**src/rtl/adc_sequencer.sv**
```systemverilog
// adc_sequencer: power-up and run-time sequencer for the ADC / Goertzel chain.
//   Waits for a stable PLL lock, holds the ADC off for an arming delay, then
//   runs the ADC and DSP. A frame watchdog restarts the ADC via FAULT -> ARM,
//   and a decimated, saturated magnitude feeds an 8-bit LED bar.
// Ports:
//   sys_clk, rst_n           clock, async active-low reset
//   pll_lock                 PLL lock status (sys_clk domain)
//   adc_done                 one-cycle frame-complete pulse
//   mag_rdy, mag_val[15:0]   magnitude valid pulse and value
//   adc_en, dsp_en           registered enables, high only in RUN
//   disp_data[7:0]           LED bar value, disp_strobe pulses on update
//   restart_cnt[7:0]         saturating watchdog restart count
//   state_o[2:0]             current state encoding
//
// state | meaning
// ------+-------------------------------------------------------------
// IDLE  | waiting for pll_lock
// LOCK  | pll_lock must stay high LOCK_STABLE_CYCLES edges
// ARM   | ADC held off ARM_DELAY_CYCLES edges before (re)start
// RUN   | ADC and DSP enabled, watchdog and display decimation active
// FAULT | one-cycle watchdog restart, counts restart_cnt, goes to ARM
module adc_sequencer #(
  parameter int LOCK_STABLE_CYCLES = 1024,
  parameter int ARM_DELAY_CYCLES   = 24000,
  parameter int WDOG_CYCLES        = 4096,
  parameter int DISP_DECIM         = 16
) (
  input  logic        sys_clk,
  input  logic        rst_n,
  input  logic        pll_lock,
  input  logic        adc_done,
  input  logic        mag_rdy,
  input  logic [15:0] mag_val,
  output logic        adc_en,
  output logic        dsp_en,
  output logic [7:0]  disp_data,
  output logic        disp_strobe,
  output logic [7:0]  restart_cnt,
  output logic [2:0]  state_o
);

  localparam int LOCK_W = (LOCK_STABLE_CYCLES > 1) ? $clog2(LOCK_STABLE_CYCLES) : 1;
  localparam int ARM_W  = (ARM_DELAY_CYCLES > 1) ? $clog2(ARM_DELAY_CYCLES) : 1;
  localparam int TMR_W  = (LOCK_W > ARM_W) ? LOCK_W : ARM_W;
  localparam int WDOG_W = (WDOG_CYCLES > 1) ? $clog2(WDOG_CYCLES) : 1;
  localparam int DEC_W  = (DISP_DECIM > 1) ? $clog2(DISP_DECIM) : 1;

  // The LOCK and ARM phases share one down-counter; each phase loads its
  // length minus one on entry and advances when the count reaches zero.
  localparam logic [TMR_W-1:0]  LOCK_LOAD = TMR_W'(LOCK_STABLE_CYCLES - 1);
  localparam logic [TMR_W-1:0]  ARM_LOAD  = TMR_W'(ARM_DELAY_CYCLES - 1);
  localparam logic [WDOG_W-1:0] WDOG_LAST = WDOG_W'(WDOG_CYCLES - 1);
  localparam logic [DEC_W-1:0]  DEC_LAST  = DEC_W'(DISP_DECIM - 1);

  typedef enum logic [2:0] {
    ST_IDLE  = 3'd0,
    ST_LOCK  = 3'd1,
    ST_ARM   = 3'd2,
    ST_RUN   = 3'd3,
    ST_FAULT = 3'd4
  } state_t;

  state_t            state_q, state_d;
  logic [TMR_W-1:0]  tmr_q, tmr_d;
  logic [WDOG_W-1:0] wdog_q, wdog_d;
  logic [DEC_W-1:0]  decim_q, decim_d;
  logic [7:0]        disp_data_q, disp_data_d;
  logic              disp_strobe_q, disp_strobe_d;
  logic [7:0]        restart_cnt_q, restart_cnt_d;
  logic              run_en_q, run_en_d;

  always_comb begin
    state_d       = state_q;
    tmr_d         = tmr_q;
    wdog_d        = '0;
    decim_d       = decim_q;
    disp_data_d   = disp_data_q;
    disp_strobe_d = 1'b0;
    restart_cnt_d = restart_cnt_q;

    case (state_q)
      ST_IDLE: begin
        if (pll_lock) begin
          state_d = ST_LOCK;
          tmr_d   = LOCK_LOAD;
        end
      end
      ST_LOCK: begin
        if (tmr_q == '0) begin
          state_d = ST_ARM;
          tmr_d   = ARM_LOAD;
        end else begin
          tmr_d = tmr_q - 1'b1;
        end
      end
      ST_ARM: begin
        if (tmr_q == '0) begin
          state_d = ST_RUN;
        end else begin
          tmr_d = tmr_q - 1'b1;
        end
      end
      ST_RUN: begin
        // adc_done beats a coincident expiry.
        if (adc_done) begin
          wdog_d = '0;
        end else if (wdog_q == WDOG_LAST) begin
          state_d = ST_FAULT;
        end else begin
          wdog_d = wdog_q + 1'b1;
        end
        if (mag_rdy) begin
          decim_d = (decim_q == DEC_LAST) ? '0 : decim_q + 1'b1;
          if (decim_q == '0) begin
            disp_data_d   = (|mag_val[15:8]) ? 8'hFF : mag_val[7:0];
            disp_strobe_d = 1'b1;
          end
        end
      end
      ST_FAULT: begin
        state_d = ST_ARM;
        tmr_d   = ARM_LOAD;
      end
      default: state_d = ST_IDLE;
    endcase

    // Lock loss overrides every other transition.
    if (state_q != ST_IDLE && !pll_lock) begin
      state_d = ST_IDLE;
    end

    // Watchdog and decimation only live in RUN; clearing them whenever the
    // next state is not RUN also gives a clean count on every RUN entry.
    if (state_d != ST_RUN) begin
      wdog_d  = '0;
      decim_d = '0;
    end

    if (state_d == ST_FAULT && state_q != ST_FAULT && restart_cnt_q != 8'hFF) begin
      restart_cnt_d = restart_cnt_q + 1'b1;
    end
  end

  // Enables are decoded from the next state so they change on the same edge
  // as state_o.
  assign run_en_d = (state_d == ST_RUN);

  always_ff @(posedge sys_clk or negedge rst_n) begin
    if (!rst_n) begin
      state_q       <= ST_IDLE;
      tmr_q         <= '0;
      wdog_q        <= '0;
      decim_q       <= '0;
      disp_data_q   <= 8'h00;
      disp_strobe_q <= 1'b0;
      restart_cnt_q <= 8'h00;
      run_en_q      <= 1'b0;
    end else begin
      state_q       <= state_d;
      tmr_q         <= tmr_d;
      wdog_q        <= wdog_d;
      decim_q       <= decim_d;
      disp_data_q   <= disp_data_d;
      disp_strobe_q <= disp_strobe_d;
      restart_cnt_q <= restart_cnt_d;
      run_en_q      <= run_en_d;
    end
  end

  assign adc_en      = run_en_q;
  assign dsp_en      = run_en_q;
  assign disp_data   = disp_data_q;
  assign disp_strobe = disp_strobe_q;
  assign restart_cnt = restart_cnt_q;
  assign state_o     = state_q;

endmodule
```
**config.mk**
```make
export PLATFORM = sky130hd
export DESIGN_NAME = adc_sequencer
export DESIGN_NICKNAME = d
export VERILOG_FILES = /design/src/rtl/adc_sequencer.sv
export SDC_FILE = /design/constraint.sdc
export NUM_CORES = 1
export LEC_CHECK = 0
export BUFFER_PORTS_ARGS = -buffer_cell sky130_fd_sc_hd__buf_2
export CORE_AREA = 2 2 82 84
export CTS_BUF_LIST = sky130_fd_sc_hd__clkbuf_4 sky130_fd_sc_hd__clkbuf_8
export DETAILED_ROUTE_END_ITERATION = 7
export DIE_AREA = 0 0 84 86
export HOLD_SLACK_MARGIN = 0.03
export SYNTH_ARGS = -nofsm -noshare
export SYNTH_HDL_FRONTEND = slang
export SYNTH_SLANG_ARGS = --single-unit
```
**constraint.sdc**
```tcl
create_clock -name sys_clk -period 2.85 [get_ports sys_clk]
set_clock_uncertainty 0.1 [all_clocks]
set_input_delay 0.7125 -clock sys_clk [delete_from_list [all_inputs] [get_ports sys_clk]]
set_output_delay 0.7125 -clock sys_clk [all_outputs]
set_load 0.005 [all_outputs]
```
Word-level counts from Yosys, hierarchy flattened
Index checks and enable logic that the tools add are counted.
Operators by class
  reduce and logical (&&, ||, !) cells: 15
  mux-type cells: 23
  eq/ne operators: 13
  $add $sub $neg: 4
Operator list (number)
  case mux 15 bit (4 select lines): 1
  two-way mux 12 bit: 4
  two-way mux 15 bit: 3
  two-way mux 3 bit: 6
  two-way mux 4 bit: 4
  logical NOT 15 bit: 1
  case mux 3 bit (5 select lines): 1
  subtractor 15 x 1 -> 15 bit, second input constant: 1
  adder 12 x 1 -> 12 bit, second input constant: 1
  == test 12 bit, second input constant: 1
  == test 3 x 2 -> 1 bit, second input constant: 3
  adder 8 x 1 -> 8 bit, second input constant: 1
  two-way mux 8 bit: 1
  != test 8 bit, second input constant: 1
  OR reduction 8 bit: 1
  == test 3 bit, second input constant: 2
  AND reduction 3 bit: 2
  adder 4 x 1 -> 4 bit, second input constant: 1
  == test 4 bit, second input constant: 1
  logical NOT 4 bit: 1
  != test 2 bit, second input constant: 2
  nonzero test 2 bit: 2
  nonzero test 4 bit: 1
  == test 3 x 1 -> 1 bit, second input constant: 1
  8 further kinds: 12
Word-level totals
  input bits: 21
  flip-flop bits (word level): 52
  output and inout port bits: 22
  logic and storage cells: 63

Depth between registers and ports, before layout
  depth after elaboration: 8
  mapped depth: 9
  mapped depth without buffers: 7

Worst setup path before layout
Ideal clock, no wire load.
  path kind: reg2reg
  start: register tmr_q[2]
  end: register tmr_q[9]
  path slack: 0.740 ns
  period minus slack after synthesis: 2.110 ns
  library setup time: 0.125 ns
  data arrival time: 1.885 ns
  data required time: 2.625 ns
  path buffers: 0
  stages on the path, launching flop included: 6
  path through: dfrtp_1 -> or3_4 -> or4_4 -> or4_4 -> xor2_1 -> o21ai_2
Between the ends
  word-level cells in the longest chain between the ends: 3
  elaborated cells on any way between the ends: 7
  classes of those cells: add/sub: 1; eq/ne: 1; mux: 3; reduce/logical: 2
Ends and longest elaborated chain
  start, declared: RTL line 64  | logic [TMR_W-1:0] tmr_q, tmr_d;
  start signal, assigned: RTL line 160  | tmr_q <= tmr_d;
  subtractor 15 x 1 -> 15 bit / logical NOT 15 bit (equally long branches)
  two-way mux 15 bit (tied with other cells): RTL line 97  | if (tmr_q == '0) begin
  case mux 15 bit (4 select lines) / AND reduction 3 bit (equally long branches)
Parallel ways exist; a longest one is shown, timed or not. The select of a mux whose other input is x is not followed.
A chain may end at the register's enable or synchronous reset.

Worst setup path in the final report
  start: register tmr_q[0]
  end: register wdog_q[11]
Between the ends
  word-level cells in the longest chain between the ends: 6
  elaborated cells on any way between the ends: 7
  classes of those cells: eq/ne: 1; mux: 5; reduce/logical: 1
Ends and longest elaborated chain
  logical NOT 15 bit (*): RTL line 89, 97
  two-way mux 3 bit (on tied branches): RTL line 97, 89
  case mux 3 bit (5 select lines) (*): RTL line 81  | case (state_q)
  two-way mux 3 bit (*): RTL line 128  | if (state_q != ST_IDLE && !pll_lock) begin
  != test 3 x 2 -> 1 bit (*): RTL line 134  | if (state_d != ST_RUN) begin
  two-way mux 12 bit (*): RTL line 134
  via wdog_d[11]: RTL line 65  | logic [WDOG_W-1:0] wdog_q, wdog_d;
  end signal, assigned: RTL line 161  | wdog_q <= wdog_d;
  end, declared: RTL line 65
The timed path passes the listed nets; every way through them passes the cells marked *.

==> summary.md <==
| Metric | Value |
|---|---|
| Post-Syn Area | 2740 sq um |
| Cell taking the most area after synthesis | dfrtp_1 |
| Hpwl dp | 4310 um |
| Antenna violations before repair | 0 |
| Final setup violation count | 0 |
| Kind of critical path | register to register |
| Clock share of power | 31.9% |
| WL/cell | 14.2 um |
| Syn Area/Cell | 9.20 sq um |
| Crit path DAT | 2.42 ns |
| Crit end category | register |
| Post-DRT Antenna Nets | 0 |
| Post-route DRC | 0 |
| First-pass GRT wire length | 10,300 um |
| Fin nets | 367 |
| Flops & latches, synth | 52 |
| Period utilization | 80.1% |
| FFs w/ async S/R, synth | 100% |
| Worst-margin pin slew | 0.637 ns |
| Worst-path maximum fanout | 10 |
| Cell internal pwr | 1.04 mW |
| Most common cell in the synthesized netlist | dfrtp_1 |
| Pwr Density | 453 nW/um^2 |
| Number of buffers created by CTS | 5 |
| Row Count | 29 |
| Cells after Synth | 298 |
| Seq pwr share | 58.9% |
| Post-CTS Setup Inserts | 0 |
| CTS tree | done |
| Placed insts | 411 |
| WL final | 5970 um |
| Startpoint Class | register |
| Hold bufs inserted after CTS | 0 |
| Synth Flop Type | dfrtp_1 |
| Distinct cells, synth | 47 |
| I/O pin cnt | 43 |
| IO Port Bufs | 42 |
| Final Hold Slack | 0.378 ns |
| Largest net degree at the start of global routing | 53 |
| Critical path's largest stage delay | 0.45 ns |
| P_sw | 0.379 mW |
| CP Cell Sequence | inv_1 > ha_1 > nor4b_1 > nand4_1 > buf_4 > o2bb2ai_1 > nand2b_1 > nor2_1 |
| Initial Utilization | 43.7% |
| Slew Limit Fails | 0 |
| Synth warn | 0 |
| Share of cells above drive strength 1 | 17.8% |
| Fmax | 438 MHz |
| WP buf/inv | 2 |
| Top cells by count, synth | dfrtp_1, nor2_1, nand2_1 |
| Register area share after synthesis | 47.5% |
| Status | complete, no violations |
| Gate power share | 9.3% |
| PostCTS Resize Cnt | 0 |
| Slowest cell on crit path | dfrtp_1 |
| Vias per inst | 5.42 |
| Placer Congestion | 0.814 |
| Ant diodes | 0 |
| Rel. slew slack | 57.5% |
| Dpl cell area | 3030 sq um |
| Die W | 84 um |
| Min-Delay Path Class | register to register |
| Chip Height | 86 um |
| Switching share of total power | 26.7% |
| Final Hold Violating Endpoints | 0 |
| CTS root buf | clkbuf_8 |
| Setup WS pre-CTS | 0.594 ns |
| Vias in the first global route | 2,200 |
| Worst VDD drop | 0.000240 V |
| Clock latency on the worst-skew pair | 0.31 ns |
| Gr usage total | 17.5% |
| DR pass1 iterations | 4 |
| Clk sink count | 52 |
| Layout area overhead | 14.2% |
| Final worst slack | 0.568 ns |
| Core region area | 6280 sq um |
| Final min period | 2.28 ns |
| Routed vias | 2,271 |
| EDFF count, synth | 0 |
| # Max-Cap Violations | 0 |
| Final TNS setup | 0 ns |
| CP delay by family, top | simple AND/OR/NAND/NOR gates |
| Clock slew at reported path FFs | 0.09 ns |
| RSZ-0062 raised after global routing | false |
| GR Overflow Total | 0 |
| Htree depth | 2 |
| Worst path required time | 2.99 ns |
| Ranking of synthesized cells by area | dfrtp_1, nor2_1, nand2_1, o21ai_0, xnor2_1 |
| Design area | 3130 sq um |
| Synth top area share | 47.5% |
| DIE AREA | 7220 sq um |
| LEAKAGE | 1.44 nW |
| Drt first-iter violations | 132 |
| Finished Core Util | 49.9% |
| Power, Total | 1.42 mW |
| Synth Net Count | 324 |
| Final cell count without fillers | 419 |
| Maximum clock insertion buffer count | 2 |
==> worst paths after layout <==
check	slack (ns)	end	start	cells past startpoint
min	0.38	disp_data[1]	disp_data[1]	2
max reg2reg	0.57	wdog_q[11]	tmr_q[0]	8
max	0.57	wdog_q[11]	tmr_q[0]	8
max in group asynchronous	1.82	state_o[0]	rst_n	2
min reg2reg	0.38	disp_data[1]	disp_data[1]	2
min in group asynchronous	0.40	disp_data[7]	rst_n	2
==> registers in the layout, indices dropped and copies added, names as in the netlist <==
name         flops
wdog_q          12
restart_cnt      8
state_o          3
adc_en           1
disp_strobe      1
decim_q          4
tmr_q           15
disp_data        8
==> layout make-up <==
| class | instances | area, sq um |
|---|---|---|
| Timing Repair Buffer | 46 | 240 |
| Inverter | 11 | 41.3 |
| Fill cell | 614 | 3150 |
| Multi-Input combinational cell | 225 | 1360 |
| Tap cell | 77 | 96.3 |
| Sequential cell | 52 | 1300 |
| Clock inverter | 1 | 7.51 |
| Clock buffer | 7 | 90.1 |
==> logic make-up after synthesis <==
group	after synthesis	synth area share [%]
flip-flops	52	47.5
AO/OA/AOI/OAI	57	13.1
adder cells (fa/ha/maj)	5	2.28
buffers and inverters	21	3.10
AND/OR/NAND/NOR	138	25.7
multiplexers	4	1.55
XOR/XNOR	21	6.71
==> placed cells by master (no fill, tap or decap), types with 2 or more instances in the layout <==
| cell type | instances |
|---|---|
| buf_4 | 4 |
| a21o_1 | 5 |
| nor4_1 | 6 |
| o31ai_1 | 2 |
| dfrtp_1 | 52 |
| clkbuf_8 | 6 |
| a311oi_1 | 2 |
| nor3_1 | 11 |
| a21oi_1 | 10 |
| mux2_2 | 2 |
| nand2_1 | 28 |
| or4_1 | 4 |
| nand4_1 | 7 |
| and2_1 | 3 |
| and3_1 | 3 |
| xor2_1 | 10 |
| nor3b_1 | 2 |
| ha_1 | 5 |
| buf_2 | 42 |
| or4_4 | 2 |
| inv_1 | 11 |
| nor2_1 | 38 |
| o211ai_1 | 2 |
| xnor2_1 | 11 |
| mux2i_1 | 2 |
| o21ai_0 | 20 |
| o22a_1 | 2 |
| nor4b_1 | 3 |
| a31oi_1 | 5 |
| or3_1 | 2 |
| and4_1 | 2 |
| nand3_1 | 14 |
| nand2b_1 | 8 |
==> worst register-to-register path: stages (launching register included) <==
cell and delay [ns]:
dfrtp_1 0.45, inv_1 0.08, ha_1 0.27, nor4b_1 0.31, nand4_1 0.16, buf_4 0.22
o2bb2ai_1 0.22, nand2b_1 0.23, nor2_1 0.17
==> per-layer routing <==
metal | wire length, um | share of wire (%) | vias up | GRT usage [%]
li1 | - | - | 1143 | -
met1 | 2790 | 47 | 1075 | 22.3
met2 | 2880 | 48 | 40 | 29.5
met3 | 180 | 3.0 | 13 | 3.85
met4 | 116 | 1.9 | 0 | 6.60
met5 | 0 | 0 | - | 0
==> power by group through the flow <==
stage	Sequential (mW)	Clock, mW	Combinational, mW
after floorplan	0.816	0	0.110
after global placement	0.847	0	0.131
after detailed placement	0.847	0	0.134
after CTS	0.833	0.461	0.134
after global routing	0.843	0.490	0.155
final	0.835	0.452	0.131
(Power assumes the default switching activity.)
